## src/rtl/set_arbiter.sv

```systemverilog
`default_nettype none
// ============================================================================
// Module   : set_arbiter
// Purpose  : Round-robin arbiter and job controller for two requesters that
//            share one set engine. A winner's job fields are latched and
//            handed to the engine. The controller waits for the engine
//            result, bounded by a watchdog. It then reports the result
//            back, tagged with the requester index.
// Ports    : clk, rst         - clock, asynchronous active-high reset
//            req0/1           - level requests, held until granted
//            central0/1       - 3 x {x[3:0], y[3:0]} circle centres
//            radius0/1        - 3 x 4-bit radii
//            mode0/1          - set-operation mode
//            gnt0/1           - one-cycle grant pulses
//            rsp_valid/id/candidate/err - one-cycle result report
//            ctrl_busy        - controller outside IDLE
//            eng_en           - one-cycle engine start
//            eng_central/radius/mode - latched job fields to the engine
//            eng_busy/valid/candidate - engine status and result
// Revision : 1.0 - initial release
// ============================================================================
module set_arbiter #(
  parameter logic [7:0] TIMEOUT = 8'd120
) (
  input  logic        clk,
  input  logic        rst,
  input  logic        req0,
  input  logic        req1,
  input  logic [23:0] central0,
  input  logic [23:0] central1,
  input  logic [11:0] radius0,
  input  logic [11:0] radius1,
  input  logic [1:0]  mode0,
  input  logic [1:0]  mode1,
  output logic        gnt0,
  output logic        gnt1,
  output logic        rsp_valid,
  output logic        rsp_id,
  output logic [7:0]  rsp_candidate,
  output logic        rsp_err,
  output logic        ctrl_busy,
  output logic        eng_en,
  output logic [23:0] eng_central,
  output logic [11:0] eng_radius,
  output logic [1:0]  eng_mode,
  input  logic        eng_busy,
  input  logic        eng_valid,
  input  logic [7:0]  eng_candidate
);

  typedef enum logic [2:0] {
    S_IDLE   = 3'd0,
    S_GRANT  = 3'd1,
    S_ISSUE  = 3'd2,
    S_RUN    = 3'd3,
    S_DRAIN  = 3'd4,
    S_REPORT = 3'd5
  } state_t;

  state_t      r_state;
  state_t      w_next;
  logic        r_last;      // index granted most recently
  logic [7:0]  r_wd;        // watchdog, counts RUN cycles
  logic        w_win;       // arbitration winner index
  logic        w_capture;   // accept engine result this cycle

  logic        r_gnt0, r_gnt1, r_rsp_valid, r_rsp_id, r_rsp_err;
  logic        r_busy, r_eng_en;
  logic [7:0]  r_rsp_cand;
  logic [23:0] r_eng_central;
  logic [11:0] r_eng_radius;
  logic [1:0]  r_eng_mode;

  // The watchdog reads zero in the first RUN cycle only, so a valid that
  // lingers from a previous job is never mistaken for this job's result.
  assign w_capture = (r_state == S_RUN) && eng_valid && (r_wd != 8'd0);

  always_comb begin
    w_next = r_state;
    w_win  = (req0 && req1) ? ~r_last : req1;
    case (r_state)
      S_IDLE:   if (req0 || req1) w_next = S_GRANT;
      S_GRANT:  w_next = S_ISSUE;
      S_ISSUE:  w_next = S_RUN;
      S_RUN: begin
        if (w_capture)            w_next = S_DRAIN;
        else if (r_wd == TIMEOUT) w_next = S_REPORT;
      end
      S_DRAIN:  if (!eng_busy && !eng_valid) w_next = S_REPORT;
      S_REPORT: w_next = S_IDLE;
      default:  w_next = S_IDLE;
    endcase
  end

  always_ff @(posedge clk or posedge rst) begin
    if (rst) begin
      r_state       <= S_IDLE;
      r_last        <= 1'b1;   // makes requester 0 the first winner
      r_wd          <= 8'd0;
      r_gnt0        <= 1'b0;
      r_gnt1        <= 1'b0;
      r_rsp_valid   <= 1'b0;
      r_rsp_id      <= 1'b0;
      r_rsp_cand    <= 8'd0;
      r_rsp_err     <= 1'b0;
      r_busy        <= 1'b0;
      r_eng_en      <= 1'b0;
      r_eng_central <= 24'd0;
      r_eng_radius  <= 12'd0;
      r_eng_mode    <= 2'd0;
    end else begin
      r_state     <= w_next;
      // Outputs are registered from the next state so each pulse lines up
      // exactly with the cycle spent in its state.
      r_eng_en    <= (w_next == S_ISSUE);
      r_rsp_valid <= (w_next == S_REPORT);
      r_busy      <= (w_next != S_IDLE);
      r_gnt0      <= 1'b0;
      r_gnt1      <= 1'b0;
      if (r_state == S_IDLE && w_next == S_GRANT) begin
        r_gnt0        <= ~w_win;
        r_gnt1        <= w_win;
        r_last        <= w_win;
        r_rsp_id      <= w_win;
        r_eng_central <= w_win ? central1 : central0;
        r_eng_radius  <= w_win ? radius1  : radius0;
        r_eng_mode    <= w_win ? mode1    : mode0;
      end

      if (r_state == S_ISSUE) begin
        r_wd <= 8'd0;
      end else if (r_state == S_RUN && r_wd != TIMEOUT) begin
        r_wd <= r_wd + 8'd1;
      end

      if (w_capture) begin
        r_rsp_cand <= eng_candidate;
        r_rsp_err  <= 1'b0;
      end else if (r_state == S_RUN && r_wd == TIMEOUT) begin
        r_rsp_cand <= 8'd0;
        r_rsp_err  <= 1'b1;
      end
    end
  end

  assign gnt0          = r_gnt0;
  assign gnt1          = r_gnt1;
  assign rsp_valid     = r_rsp_valid;
  assign rsp_id        = r_rsp_id;
  assign rsp_candidate = r_rsp_cand;
  assign rsp_err       = r_rsp_err;
  assign ctrl_busy     = r_busy;
  assign eng_en        = r_eng_en;
  assign eng_central   = r_eng_central;
  assign eng_radius    = r_eng_radius;
  assign eng_mode      = r_eng_mode;

endmodule
`default_nettype wire
```

## config.mk

```make
export PLATFORM = sky130hd
export DESIGN_NAME = set_arbiter
export DESIGN_NICKNAME = d
export VERILOG_FILES = /design/src/rtl/set_arbiter.sv
export SDC_FILE = /design/constraint.sdc
export NUM_CORES = 1
export LEC_CHECK = 0
export ABC_CLOCK_PERIOD_IN_PS = 2390
export CAP_MARGIN = 15
export CORE_UTILIZATION = 31
export DETAILED_ROUTE_END_ITERATION = 8
export DONT_BUFFER_PORTS = 1
export GPL_TIMING_DRIVEN = 0
export HOLD_SLACK_MARGIN = 0.03
export PLACE_DENSITY = 0.43
export SETUP_SLACK_MARGIN = 0.05
export SYNTH_ARGS = -nofsm -noshare
export SYNTH_HDL_FRONTEND = slang
export SYNTH_SLANG_ARGS = --single-unit
```

## constraint.sdc

```tcl
create_clock -name clk -period 2.39 [get_ports clk]
set_clock_uncertainty 0.15 [all_clocks]
set_input_delay 0.3585 -clock clk [delete_from_list [all_inputs] [get_ports clk]]
set_output_delay 0.3585 -clock clk [all_outputs]
set_load 0.01 [all_outputs]
```

==> impl_metrics.toml <==
[detailed_routing]
via_count = 2012
drt-wirelength-per-cell_um = 16.4
detailedRoute.firstPassIterationCount = 4
drc = 0
vias_per_cell = 4.99
initialDrtViolationCount = 65
postRouteAntennaNets = 0
wl_mm = 6.59

[synth]
synthArstFlopShare_pct = 100
yosys_register_bits = 65
synth_edf_count = 0
syn_area_um2 = 2940
ys_seq_area_share_pct = 55.3
syn-num-nets = 361
synth_flop_cell = "dfrtp_1"
yosys_warnings = 0
netlist_instances = 269
yosysUniqueCellTypes = 40
postSynthAreaPerCell_um2 = 10.9

[min_path]
min_path_type = "in -> reg"
hold_depth = 2
hp-start = "central0[10]"

[cells_and_area]
drive_gt1_share_pct = 13.0
syn2layout_area_growth_pct = 13.6
stdcell_count = 403
postLayoutCellArea_um2 = 3340
final_common_cell = "dfrtp_1"
num_antenna_cells = 0
nNetsFinal = 381
final_cell_mix = "dfrtp_1 (64), nand2_1 (43), o21ai_0 (40)"

[timing]
drv_slew = 0
slew_headroom_pct = 45.3
hold_viol_final = 0
finalSetupViolCount = 0
period_minus_slack_ns = 2.06
period_share_pct = 86.1
rsz0062_at_grt = "false"
tightest_slew_ns = 0.820
clock.fmax_mhz = 486

[job]
drv_cap = 0

[global_route]
grt_pass1_wl_mm = 10.2
grt_max_degree = 66
grt_overflow = 0
track_usage_pct = 13.6
grt_pass1_vias = 1926
antenna_found_initial = 0

[cts]
htreeDepth = 3
clkTransAtPathRegs_ns = 0.07
tritoncts = "done"
insertion_delay_ns = 0.33
cts_resized = 0
clock-root-buffer = "clkbuf_8"
max-clock-path-buffers = 2
cts_sinks = 65
cts_buffers = 9

[setup_path]
critPathLaunch = "r_wd[0]"
cp_data_arrival_time_ns = 2.11
worstPathMaxFanout = 10
r2r_cells = 7
cp-end-kind = "register"
startpoint_type = "register"
cp.required_ns = 2.45
timing.rr.start = "r_wd[0]"
cp-endpoint = "rsp_valid"
worstSetupPathType = "reg -> reg"
r2r-end = "rsp_valid"
reg2reg_slack_ns = 0.33

[power]
max-vdd-ir-drop_uv = 429
powerDensity_nw_per_um2 = 1220
p_leak_uw = 0.00159

[die]
core_um2 = 9200
initial_core_util_pct = 32.0
die_x_um = 99.4
num_io_pins = 143
row_count = 35
die_h_um = 99.4
die-area_um2 = 9880

[placement]
portBuffers = 0
place_inst = 380
gp_congestion = 0.727
place_area_um2 = 3080
place_hpwl_mm = 4.55

[outcome]
status = "completed"
[synth_stat cells (2+ instances only)]
| cell | n | area, µm² |
|---|---|---|
| clkbuf_1 | 9 | 33.8 |
| inv_1 | 4 | 15.0 |
| nand2_1 | 43 | 161 |
| nand4_1 | 3 | 18.8 |
| nand2b_1 | 2 | 12.5 |
| o21ai_1 | 2 | 10.0 |
| a21o_1 | 2 | 15.0 |
| mux2i_1 | 39 | 390 |
| a22o_2 | 7 | 70.1 |
| buf_2 | 6 | 30.0 |
| dfrtp_1 | 64 | 1600 |
| ha_1 | 2 | 25.0 |
| nor3_1 | 3 | 15.0 |
| xor2_1 | 4 | 35.0 |
| nor2_1 | 12 | 45.0 |
| xnor2_1 | 3 | 26.3 |
| o21ai_0 | 40 | 200 |
| a21oi_1 | 2 | 10.0 |
[worst min path at each step]
stage	to	slack, ns
2_1_floorplan	r_last	0.34
3_3_place_gp	r_last	0.35
3_5_place_dp	eng_central[20]	0.31
4_1_cts	eng_central[15]	0.07
5_1_grt	eng_central[23]	0.06
6_report	eng_central[10]	0.08
[per-stage QoR]
stage                     setup slack, ns  util, %  TNS, ns  hold WS, ns  total power (µW)
after floorplan                     0.257        -        0        0.344              2950
after global placement             -0.637     33.5   -40.61        0.349              3290
after detailed placement            0.341     33.5        0        0.312              3310
after CTS                           0.320     36.3        0       0.0664              4170
after global routing                0.183     36.3        0       0.0635              4430
final                               0.333     36.3        0       0.0840              4080
[worst max-delay path, cell delays in order, from the launching register on]
cell and delay [ns]:
dfrtp_1 0.39, inv_1 0.09, ha_1 0.15, or3b_1 0.44, o211a_1 0.27, buf_6 0.15, nor2_8 0.18, a21boi_0 0.11
[layer usage]
layer | GRT usage (%) | vias up | share of wire, %
li1 | - | 975 | -
met1 | 17.1 | 947 | 43
met2 | 21.2 | 86 | 48
met3 | 5.90 | 4 | 8.2
met4 | 4.07 | 0 | 0.79
met5 | 0 | - | 0
[area by class of cell]
class | count | area, µm²
sequential | 65 | 1630
buffer | 16 | 75.1
fill | 950 | 5850
tap | 111 | 139
multi-input combinational | 184 | 1220
clock buffer | 11 | 151
inverter | 4 | 17.5
clock inverter | 3 | 17.5
timing repair buffer | 9 | 90.1
[logic make-up (layout without fill, tap and decap cells)]
kind of cell	Yosys count	count (layout)	share of synthesized area [%]
AO/OA/AOI/OAI	61	61	12.6
XOR/XNOR	7	7	2.08
adder cells (fa/ha/maj)	2	2	0.851
buffers and inverters	20	43	3.06
flip-flops	65	65	55.3
multiplexers	39	39	13.3
AND/OR/NAND/NOR	75	75	12.8
[where the power goes]
group          switching [µW]  internal (µW)  total (µW)
Combinational             682            486        1170
Sequential                526           1570        2100
Clock                     393            418         811
Total                    1600           2480        4080
[timing repair]
item                                   CTS  global route
hold buffers                             9             0
endpoints found under the hold margin   72             0
setup buffers                            0             0
[flip-flops by register name, indices dropped and copies added, names as in the netlist]
| name | count |
|---|---|
| r_wd | 8 |
| r_state | 3 |
| gnt0 | 1 |
| eng_central | 24 |
| r_last | 1 |
| gnt1 | 1 |
| eng_en | 1 |
| rsp_valid | 1 |
| eng_radius | 12 |
| ctrl_busy | 1 |
| rsp_candidate | 8 |
| eng_mode | 2 |
| rsp_err | 1 |
| rsp_id | 1 |
Power figures use the tool's default switching activity.
